$ cat config.mk
export PLATFORM = sky130hd
export DESIGN_NAME = fixed_point_addsub_pipe
export DESIGN_NICKNAME = d
export VERILOG_FILES = /design/src/rtl/fixed_point_pkg.sv /design/src/rtl/fixed_point_sat_addsub.sv /design/src/rtl/fixed_point_addsub_pipe.sv
export SDC_FILE = /design/constraint.sdc
export NUM_CORES = 1
export LEC_CHECK = 0
export ABC_CLOCK_PERIOD_IN_PS = 6800
export BUFFER_PORTS_ARGS = -buffer_cell sky130_fd_sc_hd__buf_2
export CAP_MARGIN = 15
export CORE_ASPECT_RATIO = 1.25
export CORE_MARGIN = 8
export CORE_UTILIZATION = 45
export DETAILED_ROUTE_END_ITERATION = 8
export PLACE_DENSITY_LB_ADDON = 0.1
export SLEW_MARGIN = 25
export SYNTH_ARGS = -nofsm -noshare
export SYNTH_HDL_FRONTEND = slang
export SYNTH_HIERARCHICAL = 1
export SYNTH_SLANG_ARGS = --single-unit
$ cat constraint.sdc
create_clock -name clk -period 6.8 [get_ports clk]
set_input_delay 1.02 -clock clk [delete_from_list [all_inputs] [get_ports clk]]
set_output_delay 1.02 -clock clk [all_outputs]
set_load 0.01 [all_outputs]
$ cat src/rtl/fixed_point_pkg.sv
// Shared types and constants for the Q-format add/sub pipeline.
// Latency: n/a (package only).
// Backpressure: n/a (package only).
package fixed_point_pkg;

    // Per-beat operation select.
    typedef enum logic [1:0] {
        OP_ADD     = 2'b00,
        OP_SUB     = 2'b01,
        OP_ACC_ADD = 2'b10,
        OP_ACC_SUB = 2'b11
    } op_e;

    // Default format is Q24.8.
    localparam int DEF_WIDTH     = 32;
    localparam int DEF_FRAC_BITS = 8;

    // Widest word the max/min helpers can describe.
    localparam int MAX_HELPER_W  = 64;

    // Largest signed value of a w-bit word (0 followed by ones), right-aligned.
    function automatic logic [MAX_HELPER_W-1:0] signed_max(input int w);
        return (64'd1 << (w - 1)) - 64'd1;
    endfunction

    // Smallest signed value of a w-bit word (1 followed by zeros), right-aligned.
    function automatic logic [MAX_HELPER_W-1:0] signed_min(input int w);
        return 64'd1 << (w - 1);
    endfunction

    // Accumulate ops use the running accumulator as their left operand.
    function automatic logic is_acc_op(input op_e o);
        return (o == OP_ACC_ADD) || (o == OP_ACC_SUB);
    endfunction

    // SUB and ACC_SUB subtract the right operand.
    function automatic logic is_sub_op(input op_e o);
        return (o == OP_SUB) || (o == OP_ACC_SUB);
    endfunction

endpackage

$ cat src/rtl/fixed_point_sat_addsub.sv
// Signed add/sub of two WIDTH-bit words with overflow detect and optional clamp.
// Latency: combinational.
// Backpressure: none (pure datapath, no handshake).
module fixed_point_sat_addsub
    import fixed_point_pkg::*;
#(
    parameter int WIDTH    = DEF_WIDTH,
    parameter int SATURATE = 1
) (
    input  logic [WIDTH-1:0] x,
    input  logic [WIDTH-1:0] y,
    input  logic             sub,
    output logic [WIDTH-1:0] result,
    output logic             ovf
);

    localparam logic [MAX_HELPER_W-1:0] MAX64 = signed_max(WIDTH);
    localparam logic [MAX_HELPER_W-1:0] MIN64 = signed_min(WIDTH);
    localparam logic [WIDTH-1:0]        MAX_V = MAX64[WIDTH-1:0];
    localparam logic [WIDTH-1:0]        MIN_V = MIN64[WIDTH-1:0];

    logic [WIDTH:0] x_ext;
    logic [WIDTH:0] y_ext;
    logic [WIDTH:0] wide;

    // One guard bit is enough: sum/diff of two WIDTH-bit signed values fits in WIDTH+1.
    always_comb begin
        x_ext  = {x[WIDTH-1], x};
        y_ext  = {y[WIDTH-1], y};
        wide   = sub ? (x_ext - y_ext) : (x_ext + y_ext);
        ovf    = wide[WIDTH] ^ wide[WIDTH-1];
        result = wide[WIDTH-1:0];
        // The guard bit carries the true sign, so it picks which rail to clamp to.
        if (ovf && (SATURATE != 0)) begin
            result = wide[WIDTH] ? MIN_V : MAX_V;
        end
    end

endmodule

$ cat src/rtl/fixed_point_addsub_pipe.sv
// Two-stage Q-format add/sub with running accumulator, saturation and overflow flags.
// Latency: 2 cycles from in_valid to out_valid when unstalled; 1 beat/cycle throughput.
// Backpressure: out_ready low holds the output; S1 then fills and in_ready drops.
module fixed_point_addsub_pipe
    import fixed_point_pkg::*;
#(
    parameter int WIDTH     = DEF_WIDTH,
    parameter int FRAC_BITS = DEF_FRAC_BITS,
    parameter int SATURATE  = 1
) (
    input  logic             clk,
    input  logic             rst,
    input  logic             in_valid,
    output logic             in_ready,
    input  logic [WIDTH-1:0] a_in,
    input  logic [WIDTH-1:0] b_in,
    input  logic [1:0]       op,
    input  logic             acc_clr,
    output logic             out_valid,
    input  logic             out_ready,
    output logic [WIDTH-1:0] result,
    output logic             ovf,
    output logic             ovf_sticky,
    input  logic             sticky_clr
);

    // Stage 1: captured operands.
    logic             s1_vld_q, s1_vld_d;
    logic [WIDTH-1:0] s1_a_q,   s1_a_d;
    logic [WIDTH-1:0] s1_b_q,   s1_b_d;
    op_e              s1_op_q,  s1_op_d;

    // Stage 2: registered result, accumulator and flags.
    logic             out_vld_q, out_vld_d;
    logic [WIDTH-1:0] result_q,  result_d;
    logic             ovf_q,     ovf_d;
    logic [WIDTH-1:0] acc_q,     acc_d;
    logic             sticky_q,  sticky_d;

    // Handshake and datapath nets.
    logic             s2_adv;
    logic             in_xfer;
    logic             out_xfer;
    logic             s1_is_acc;
    logic [WIDTH-1:0] acc_opnd;
    logic [WIDTH-1:0] as_x;
    logic [WIDTH-1:0] as_y;
    logic             as_sub;
    logic [WIDTH-1:0] as_res;
    logic             as_ovf;

    // Flow control: S1 drains into S2 whenever the output slot is empty or leaving.
    always_comb begin
        s2_adv   = s1_vld_q && (!out_vld_q || out_ready);
        in_ready = !s1_vld_q || s2_adv;
        in_xfer  = in_valid && in_ready;
        out_xfer = out_vld_q && out_ready;
    end

    // Operand selection for S2; acc_clr forces a zero accumulator operand the same cycle,
    // which also covers the case where the accumulator was just written by the previous beat.
    always_comb begin
        s1_is_acc = is_acc_op(s1_op_q);
        acc_opnd  = acc_clr ? '0 : acc_q;
        as_x      = s1_is_acc ? acc_opnd : s1_a_q;
        as_y      = s1_is_acc ? s1_a_q   : s1_b_q;
        as_sub    = is_sub_op(s1_op_q);
    end

    fixed_point_sat_addsub #(
        .WIDTH    (WIDTH),
        .SATURATE (SATURATE)
    ) u_addsub (
        .x      (as_x),
        .y      (as_y),
        .sub    (as_sub),
        .result (as_res),
        .ovf    (as_ovf)
    );

    // S1 next state: load on input transfer, otherwise empty out once it has moved on.
    always_comb begin
        s1_vld_d = s1_vld_q;
        s1_a_d   = s1_a_q;
        s1_b_d   = s1_b_q;
        s1_op_d  = s1_op_q;
        if (in_xfer) begin
            s1_vld_d = 1'b1;
            s1_a_d   = a_in;
            s1_b_d   = b_in;
            s1_op_d  = op_e'(op);
        end else if (s2_adv) begin
            s1_vld_d = 1'b0;
        end
    end

    // S2 next state: result/ovf only change when a new beat lands, so they hold under stall.
    always_comb begin
        out_vld_d = out_vld_q;
        result_d  = result_q;
        ovf_d     = ovf_q;
        if (s2_adv) begin
            out_vld_d = 1'b1;
            result_d  = as_res;
            ovf_d     = as_ovf;
        end else if (out_xfer) begin
            out_vld_d = 1'b0;
        end
    end

    // Accumulator tracks the emitted (clamped or wrapped) value of acc ops only.
    always_comb begin
        acc_d = acc_q;
        if (s2_adv && s1_is_acc) begin
            acc_d = as_res;
        end else if (acc_clr) begin
            acc_d = '0;
        end
    end

    // Sticky overflow: an overflowing result leaving the unit beats a same-cycle clear.
    always_comb begin
        sticky_d = sticky_q;
        if (out_xfer && ovf_q) begin
            sticky_d = 1'b1;
        end else if (sticky_clr) begin
            sticky_d = 1'b0;
        end
    end

    // Stage 1 registers; reset drops any captured beat.
    always_ff @(posedge clk) begin
        if (rst) begin
            s1_vld_q <= 1'b0;
            s1_a_q   <= '0;
            s1_b_q   <= '0;
            s1_op_q  <= OP_ADD;
        end else begin
            s1_vld_q <= s1_vld_d;
            s1_a_q   <= s1_a_d;
            s1_b_q   <= s1_b_d;
            s1_op_q  <= s1_op_d;
        end
    end

    // Stage 2 registers; reset discards the pending result and clears all state.
    always_ff @(posedge clk) begin
        if (rst) begin
            out_vld_q <= 1'b0;
            result_q  <= '0;
            ovf_q     <= 1'b0;
            acc_q     <= '0;
            sticky_q  <= 1'b0;
        end else begin
            out_vld_q <= out_vld_d;
            result_q  <= result_d;
            ovf_q     <= ovf_d;
            acc_q     <= acc_d;
            sticky_q  <= sticky_d;
        end
    end

    assign out_valid  = out_vld_q;
    assign result     = result_q;
    assign ovf        = ovf_q;
    assign ovf_sticky = sticky_q;

    // The fractional point must sit inside the word.
    a_frac_fits: assert property (@(posedge clk) (FRAC_BITS >= 0) && (FRAC_BITS < WIDTH));

    // A stalled result must not change or vanish before it is taken.
    a_out_hold: assert property (@(posedge clk) disable iff (rst)
        (out_valid && !out_ready) |=> (out_valid && $stable(result) && $stable(ovf)));

endmodule

Yosys cells after proc, flatten, opt, wreduce, memory -nomap -nowiden

Index checks and enable logic that the tools add are counted.
Widths: inputs -> output; s select.

Register bits: 134
Bits in latches: 0
Memory bits (writable): 0
Memory bits (read-only): 0
Bits of input ports: 72
Output and inout bits: 36
Word-level logic and storage cells: 42
Memories: 0

$add $sub $neg: 2
$mul: 0
Div/mod/pow operators: 0
$lt $le $gt $ge: 0
Eq/ne operators: 3
Shifts and indexed selects: 0
Mux-type cells: 13
Bitwise operators: 1
Reduce and logical (&&, ||, !) cells: 14

Operator list:

| cell               | count |
|---|---|
| $mux 32            | 6 |
| $add 32x32->33     | 1 |
| $mux 33            | 1 |
| $sub 32x32->33     | 1 |
| $mux 1             | 6 |
| $reduce_bool 2->1  | 3 |
| $logic_and 1x1->1  | 5 |
| $eq 2x2->1 const B | 2 |
| $logic_or 1x1->1   | 4 |
| $eq 2x1->1 const B | 1 |
| $logic_not 1->1    | 2 |
| $xor 1x1->1        | 1 |

Logic depth before layout (Yosys ltp)

Gate-level depths: netlist (run 1).

Depth in word-level cells: 8
Gate-level depth with buffers: 25

Hierarchy

Netlist (run 1), hierarchy kept.

By module, submodules not included:

| module                  | instances | cells each | area an instance (µm²) |
|---|---|---|---|
| fixed_point_addsub_pipe | 1         | 728        | 6258.5 |
| fixed_point_sat_addsub  | 1         | 397        | 2670.1 |

Least setup slack after synthesis (run 1)

Ideal clock, no wire load.

Kind: register to register
Start point: reg s1_op_q[1]
End point: reg acc_q[19]
Setup time: 0.070 ns
Arrival: 5.219 ns
Data required time: 6.730 ns
Setup slack: 1.511 ns
Cell stages (with the launch flop): 24
Period minus slack after synthesis: 5.289 ns
Path through: dfxtp_1 -> buf_2 -> buf_2 -> mux2_1 -> or4_1 -> nor2b_1 -> and3_1 -> inv_1 -> nor2_1 -> and3_1 -> nor2_1 -> xnor2_1 -> ha_1 -> clkbuf_1 -> nand4_1 -> or4_1 -> o221ai_1 -> o22ai_1 -> xnor2_4 -> nand2_2 -> buf_6 -> a21oi_1 -> nand4_1 -> a21oi_1

Word-level cells in the longest chain between the ends: 8
Elaborated cells on any way between the ends: 15
Those cells by class: 2 x add/sub; 3 x eq/ne; 6 x mux; 1 x bitwise; 3 x reduce/logical

RTL lines:

| what                                             | line                                                       | source |
|---|---|---|
| from (decl)                                      | fixed_point_addsub_pipe.sv:31                              | `op_e s1_op_q, s1_op_d;` |
| from (signal assigned)                           | fixed_point_addsub_pipe.sv:142                             | `s1_op_q <= s1_op_d;` |
| $eq 2x2->1                                       | fixed_point_pkg.sv:33                                      | `return (o == OP_ACC_ADD) \|\| (o == OP_ACC_SUB);` |
| $logic_or 1x1->1 *                               | fixed_point_pkg.sv:33                                      |  |
| $mux 32 *                                        | fixed_point_addsub_pipe.sv:66                              | `as_y = s1_is_acc ? s1_a_q : s1_b_q;` |
| net as_y[2]                                      | fixed_point_addsub_pipe.sv:47                              | `logic [WIDTH-1:0] as_y;` |
| $add 32x32->33 or $sub 32x32->33 (tied branches) | fixed_point_sat_addsub.sv:30                               | `wide = sub ? (x_ext - y_ext) : (x_ext + y_ext);` |
| $mux 33 *                                        | fixed_point_sat_addsub.sv:30                               |  |
| $mux 32 or $xor 1x1->1 (tied branches)           | fixed_point_sat_addsub.sv:35, fixed_point_sat_addsub.sv:31 |  |
| $mux 32 *                                        | fixed_point_sat_addsub.sv:34                               | `if (ovf && (SATURATE != 0)) begin` |
| net as_res[19]                                   | fixed_point_addsub_pipe.sv:49                              | `logic [WIDTH-1:0] as_res;` |
| $mux 32 *                                        | fixed_point_addsub_pipe.sv:114                             | `if (s2_adv && s1_is_acc) begin` |
| to (signal assigned)                             | fixed_point_addsub_pipe.sv:152                             | `acc_q <= '0;` |
| to (signal assigned)                             | fixed_point_addsub_pipe.sv:158                             | `acc_q <= acc_d;` |
| to (decl)                                        | fixed_point_addsub_pipe.sv:37                              | `logic [WIDTH-1:0] acc_q, acc_d;` |

The timed path passes the listed nets; every way through them passes the cells marked *.
A chain may end at the register's enable or synchronous reset.

Worst setup path after layout (run 1)

Start point: reg s1_op_q[1]
End point: reg result_q[24], in the netlist result[24]

Word-level cells in the longest chain between the ends: 7
Elaborated cells on any way between the ends: 13
Those cells by class: 2 x add/sub; 3 x eq/ne; 5 x mux; 1 x bitwise; 2 x reduce/logical

RTL lines:

| what                                             | line                                                       | source |
|---|---|---|
| $eq 2x2->1                                       | fixed_point_pkg.sv:33                                      |  |
| $logic_or 1x1->1 *                               | fixed_point_pkg.sv:33                                      |  |
| $mux 32 *                                        | fixed_point_addsub_pipe.sv:66                              |  |
| net as_y[3]                                      | fixed_point_addsub_pipe.sv:47                              |  |
| $add 32x32->33 or $sub 32x32->33 (tied branches) | fixed_point_sat_addsub.sv:30                               |  |
| $mux 33 *                                        | fixed_point_sat_addsub.sv:30                               |  |
| $mux 32 or $xor 1x1->1 (tied branches)           | fixed_point_sat_addsub.sv:35, fixed_point_sat_addsub.sv:31 |  |
| $mux 32 *                                        | fixed_point_sat_addsub.sv:34                               |  |
| net as_res[24]                                   | fixed_point_addsub_pipe.sv:49                              |  |
| to (signal assigned)                             | fixed_point_addsub_pipe.sv:156                             | `result_q <= result_d;` |
| to (decl)                                        | fixed_point_addsub_pipe.sv:35                              | `logic [WIDTH-1:0] result_q, result_d;` |

Marked as above.

==> flow_summary_export.csv, run 1 <==
group,metric,value,unit
worst_hold_path,min-delay-start,"s1_b_q[24]",
sta,rsz0062_at_grt,"false",
sta,fin_worst_skew,0.0102,ns
sta,hold_violations,0,
layout,fillers,1902,
setup_path,cp_data_required_time,7.15,ns
layout,finalNetCount,1261,
sta,fin_tns_setup,0,ns
grt,globalRoute.totalOverflow,0,
setup_path,rrSetupSlack,0.76,ns
synthesis,ys_seq_elements,134,
clock_network,cts-root-buf,"clkbuf_16",
pwr,power.internal,1.72,mW
grt,grt_use_total,0.208,
synthesis,ys_types,65,
sta,min_period,6.04,ns
synthesis,syn_inst,1125,
flow_run,maxCapViolCount,0,
worst_hold_path,hold_depth,2,
setup_path,timing.rr.start,"s1_op_q[1]",
sta,max_slew_margin,0.349,
layout,finish.utilization,0.513,
layout,n_antenna_cell,0,
sta,tightest_slew,0.976,ns
layout,drive_above_1_share,0.143,
detailed_routing,drt-pass1-iter-count,5,
clock_network,cts_made_buffers,17,
worst_hold_path,hold_path_end,"s1_b_q[24]",
die,floorplan.die_area,24600,sq um
detailed_routing,vias,8331,
layout,syn_to_final_growth,11.9,%
setup_path,arrival,6.39,ns
synthesis,synthesis.nets,1231,
place,post-dp-hpwl,17.4,mm
grt,grt_pass1_wl,42.4,mm
clock_network,holdBufCountCts,0,
synthesis,yosysSeqAreaShare,0.300,
sta,period_share,0.889,
worst_hold_path,hold_path.class,"reg2reg",
detailed_routing,finalWirelength,25.9,mm
grt,grt_max_degree,100,
status,status,"complete, no violations",
setup_path,worst-setup-path-type,"reg2reg",
place,dp_cells,1401,
detailed_routing,drc,0,
clock_network,ctsResizeCount,0,
clock_network,clockBufferDepth,2,
die,coreArea,19500,sq um
pwr,p_seq_frac,0.336,
synthesis,ys.flop_type,"dfxtp_1",
layout,fin_cells,1430,
synthesis,synth_warnings,6,
die,die_h,173,um
pwr,switchingPower,878,uW
clock_network,cts_sinks,134,
setup_path,slowest_stage,"dfxtp_4",
pwr,p_sw_frac,0.338,
die,ios,108,
die,fp-row-count,57,
detailed_routing,routedWlPerCell,18.1,um
pwr,leakage,3.89,nW
grt,grt_pass1_vias,7897,
detailed_routing,ant_nets,0,
place,portBuffers,107,
die,start_util,0.459,
synthesis,async_reset_ff_frac,0,
setup_path,r2r_cells,20,
setup_path,cp-start-kind,"flip-flop",
pwr,clkPwrFrac,0.357,
pwr,pwr-share-comb,0.307,
synthesis,synth-edff-count,0,
clock_network,path_clk_slew,0.06,ns
sta,setup_slack,0.756,ns
synthesis,syn_area,8930,sq um
setup_path,crit_chain,"mux2_1, or4_1, nor2b_1, and3_1, inv_1, nor2_1, nand2_1, nor4_1, nor2_1, xnor2_1, ha_1, nand4_1, or4_1, o221ai_1, o22ai_1, xnor2_4, nand2_2, a21oi_1, nand3_1, a21oi_1",
setup_path,end_kind,"flip-flop",
setup_path,r2r-end,"result[24]",
detailed_routing,routed_via_density,5.83,
sta,timing.fmax,0.165,GHz
sta,setup_violations,0,
detailed_routing,drt_iter0_drc,793,
setup_path,max_stage_delay,0.63,ns
synthesis,synth.avg_cell_area,7.94,sq um
pwr,powerDensity,260,nW/um^2
pwr,ir_drop,0.000165,V
clock_network,htreeDepth,4,
clock_network,clk_latency,0.42,ns
sta,slew_violations,0,
clock_network,postCtsSetupRepairBufs,0,
die,die_w,142,um
clock_network,cts_tree,"yes",
place,gp_congestion,0.902,
grt,antenna_found_initial,0,
setup_path,path_max_fanout,33,
place,preCtsSetupSlack,0.846,ns
[power groups by stage]
stage               combinational, mW  sequential (mW)  clock (mW)
detailed placement              0.783            0.887           0
floorplan                       0.593            0.885           0
global placement                0.781            0.888           0
CTS                             0.788            0.872       0.939
finish                          0.796            0.872       0.926
global route                    0.882            0.879       0.976
[how the worst max path moves through the flow]
stage | endpoint | depth (start not counted) | slack [ns] | startpoint
floorplan | acc_q[19] | 23 | 1.51 | s1_op_q[1]
global placement | result[26] | 19 | 0.93 | s1_op_q[1]
detailed placement | acc_q[28] | 20 | 0.85 | s1_op_q[1]
CTS | acc_q[28] | 20 | 0.82 | s1_op_q[1]
global route | result[24] | 19 | 0.26 | s1_op_q[1]
finish | result[24] | 20 | 0.76 | s1_op_q[1]
[cell usage in the layout, fill, tap and decap left out, drive strengths merged, types with 19 or more instances in the layout]
cell	instances
mux2	32
buf	119
nor2	49
o21ai	93
ha	33
clkbuf	19
mux2i	35
nand3	74
nand4	36
o311ai	32
a21oi	129
inv	48
o2111ai	33
xnor2	52
nand2	87
dfxtp	134
o31ai	34
[worst max-delay path: cells and delay by family, from the launching register on]
kind | cells | cell delay [ns]
adders and majority gates | 1 | 0.38
and+or+nand+nor | 11 | 2.98
xor gates and xnor gates | 2 | 0.48
muxes | 1 | 0.41
DFF | 1 | 0.63
buffers and inverters | 1 | 0.08
AOI/OAI and AO/OA | 4 | 1.00
[layout make-up]
| type | instances | area [sq um] | area share |
|---|---|---|---|
| Timing Repair Buffer | 119 | 628 | 0.0629 |
| Inverter | 48 | 185 | 0.0185 |
| Multi-Input combinational cell | 835 | 5580 | 0.559 |
| Clock inverter | 10 | 133 | 0.0133 |
| Tap cell | 265 | 332 | 0.0332 |
| Sequential cell | 134 | 2690 | 0.269 |
| Clock buffer | 19 | 443 | 0.0443 |
[cells in the mapped netlist (2+ instances only)]
library cell | instances | area share
nor3_1 | 8 | 0.0045
nand2_1 | 86 | 0.036
o21bai_1 | 2 | 0.0017
a31oi_1 | 6 | 0.0042
clkbuf_1 | 62 | 0.026
o2111ai_1 | 33 | 0.032
o21ai_0 | 48 | 0.027
o21a_1 | 5 | 0.0042
nor2b_1 | 7 | 0.0049
nand2b_1 | 8 | 0.0056
nand3_1 | 74 | 0.041
maj3_1 | 5 | 0.0056
buf_2 | 24 | 0.013
and3_1 | 4 | 0.0028
buf_4 | 7 | 0.0059
or4_1 | 2 | 0.0017
buf_6 | 5 | 0.0063
o311ai_1 | 32 | 0.031
a2111oi_0 | 3 | 0.0029
mux2i_1 | 35 | 0.039
nor2_1 | 48 | 0.020
nor4_1 | 6 | 0.0042
dfxtp_1 | 134 | 0.30
ha_1 | 33 | 0.046
o31ai_2 | 4 | 0.0056
mux2_1 | 32 | 0.040
a211oi_1 | 5 | 0.0042
a21o_1 | 13 | 0.011
o211ai_1 | 4 | 0.0034
o21ai_1 | 45 | 0.025
nand4_1 | 36 | 0.025
a211o_1 | 4 | 0.0039
and2_1 | 2 | 0.0014
inv_2 | 3 | 0.0013
inv_1 | 44 | 0.018
xnor2_1 | 51 | 0.050
xor2_1 | 10 | 0.0098
a221oi_1 | 2 | 0.0020
a21oi_1 | 129 | 0.072
o31ai_1 | 30 | 0.025
buf_1 | 10 | 0.0042
[logic make-up (layout without fill, tap and decap cells)]
family,count (synthesis),count (layout),synth area share
xor gates and xnor gates,62,62,0.0629
muxes,67,67,0.0796
adders and majority gates,39,39,0.0541
DFF,134,134,0.300
and+or+nand+nor,291,291,0.159
buffers and inverters,156,196,0.0764
AOI/OAI and AO/OA,376,376,0.268
[routing by layer]
layer	wire (um)	up-vias	global-route usage
met5	0	-	0
met4	266	0	0.0561
met3	1560	17	0.0424
met2	10800	200	0.290
met1	13300	3910	0.314
li1	-	4204	-
[stage by stage]
stage               instance area, sq um  hold slack (ns)  total power, mW
finish                              9990            0.457             2.59
global route                        9990            0.470             2.74
CTS                                 9980            0.457             2.60
detailed placement                  9410            0.445             1.67
global placement                    9410            0.443             1.67
floorplan                           8930            0.431             1.48
[sequential cells by signal, indices dropped and copies added, names as in the netlist]
signal and count:
acc_q 32, out_valid 1, ovf 1, ovf_sticky 1, result 32, s1_a_q 32
s1_b_q 32, s1_op_q 2, s1_vld_q 1
Note: power is estimated with default switching activity, not from simulation.
==> inputs of run 2 (changes only) <==
- ABC_CLOCK_PERIOD_IN_PS: 6800 -> 6000
- CTS_CLUSTER_SIZE: not set -> 25
- clock period: 6.8 -> 6 ns (I/O delays scaled with it)
==> flow_summary_export.csv, run 2 (synthesis results as in run 1) <==
group,metric,value,unit
sta,tightest_slew,1.06,ns
pwr,leakage,3.96,nW
setup_path,cp-start-kind,"flip-flop",
die,coreArea,19500,sq um
detailed_routing,routedWlPerCell,18.2,um
setup_path,r2r-end,"acc_q[25]",
clock_network,ctsResizeCount,0,
layout,n_antenna_cell,0,
clock_network,clockBufferDepth,2,
place,dp_cells,1411,
place,post-dp-hpwl,17.8,mm
grt,globalRoute.totalOverflow,0,
die,die_w,142,um
pwr,powerDensity,297,nW/um^2
pwr,ir_drop,0.000190,V
sta,fin_worst_skew,0.0104,ns
clock_network,postCtsSetupRepairBufs,0,
layout,syn_to_final_growth,13.2,%
clock_network,cts_sinks,134,
sta,hold_violations,0,
setup_path,r2r_cells,21,
worst_hold_path,hold_path.class,"reg2reg",
setup_path,path_max_fanout,26,
detailed_routing,ant_nets,0,
clock_network,htreeDepth,4,
worst_hold_path,hold_path_end,"s1_b_q[17]",
grt,grt_pass1_wl,42.3,mm
layout,fillers,1935,
die,start_util,0.459,
clock_network,holdBufCountCts,0,
layout,fin_cells,1443,
sta,setup_violations,0,
detailed_routing,vias,8297,
clock_network,path_clk_slew,0.06,ns
layout,drive_above_1_share,0.152,
sta,setup_slack,0.430,ns
setup_path,rrSetupSlack,0.43,ns
layout,finalNetCount,1271,
status,status,"complete, no violations",
sta,timing.fmax,0.180,GHz
die,fp-row-count,57,
grt,grt_max_degree,100,
setup_path,worst-setup-path-type,"reg2reg",
worst_hold_path,hold_depth,2,
layout,final_cell_mix,"dfxtp_1, a21oi_1, buf_2",
die,ios,108,
grt,grt_use_total,0.210,
sta,fin_tns_setup,0,ns
setup_path,timing.rr.start,"s1_op_q[1]",
die,floorplan.die_area,24600,sq um
detailed_routing,finalWirelength,26.3,mm
detailed_routing,routed_via_density,5.75,
sta,rsz0062_at_grt,"false",
clock_network,cts_made_buffers,17,
grt,grt_pass1_vias,7802,
place,gp_congestion,0.872,
detailed_routing,drc,0,
grt,antenna_found_initial,0,
setup_path,end_kind,"flip-flop",
setup_path,arrival,5.92,ns
clock_network,clk_latency,0.42,ns
detailed_routing,drt-pass1-iter-count,4,
sta,period_share,0.928,
sta,slew_violations,0,
place,portBuffers,107,
place,preCtsSetupSlack,0.329,ns
die,die_h,173,um
layout,final_common_cell,"dfxtp_1",
worst_hold_path,min-delay-start,"s1_b_q[17]",
detailed_routing,drt_iter0_drc,492,
sta,min_period,5.57,ns
setup_path,cp_data_required_time,6.35,ns
sta,max_slew_margin,0.293,
flow_run,maxCapViolCount,0,
clock_network,cts-root-buf,"clkbuf_16",
pwr,total_power,3.00,mW
clock_network,cts_tree,"yes",
run 2: routing by layer:
metal / vias up / wire (um) / global-route usage
li1: 4223 / - / -
met4: 0 / 261 / 0.0570
met3: 20 / 1390 / 0.0386
met1: 3857 / 13900 / 0.321
met5: - / 0 / 0
met2: 197 / 10800 / 0.289
run 2: stage by stage:
stage,cell area [sq um],hold WS [ns],utilization
after floorplan,8930,0.431,-
after global routing,10100,0.467,0.519
after global placement,9480,0.443,0.487
after detailed placement,9490,0.443,0.487
after CTS,10100,0.459,0.519
final,10100,0.455,0.519
run 2: worst max-delay path, cell delays in order (launching register included):
cell and delay (ns):
dfxtp_4 0.48, mux2_1 0.40, or4_1 0.58, nor2b_1 0.18
and3_1 0.24, inv_1 0.07, nor2_1 0.25, nand2_1 0.11
nor4_1 0.19, nor2_1 0.08, xnor2_1 0.15, ha_1 0.30
nand4_1 0.16, or4_1 0.55, o221ai_1 0.28, o22ai_1 0.22
xnor2_4 0.21, buf_4 0.23, nand2_4 0.21, a21oi_1 0.30
nand4_1 0.14, a21oi_1 0.17
run 2: worst max-delay path by stage:
| stage | start | endpoint | depth (start not counted) |
|---|---|---|---|
| global placement | s1_op_q[1] | acc_q[23] | 20 |
| detailed placement | s1_op_q[1] | acc_q[22] | 21 |
| finish | s1_op_q[1] | acc_q[25] | 21 |
| floorplan | s1_op_q[1] | acc_q[19] | 23 |
| CTS | s1_op_q[1] | acc_q[25] | 21 |
| global route | s1_op_q[1] | acc_q[22] | 21 |
run 2: final cells by class:
class / instances / area (sq um) / area share
multi-input combinational: 835 / 5590 / 0.553
timing repair buffer: 129 / 703 / 0.0696
tap: 265 / 332 / 0.0328
clock buffer: 21 / 460 / 0.0456
inverter: 48 / 183 / 0.0181
sequential: 134 / 2690 / 0.266
clock inverter: 11 / 149 / 0.0147
run 2: where the power goes:
part | switching (mW) | internal (mW)
registers | 0.0377 | 0.949
clock network | 0.413 | 0.677
logic | 0.569 | 0.355
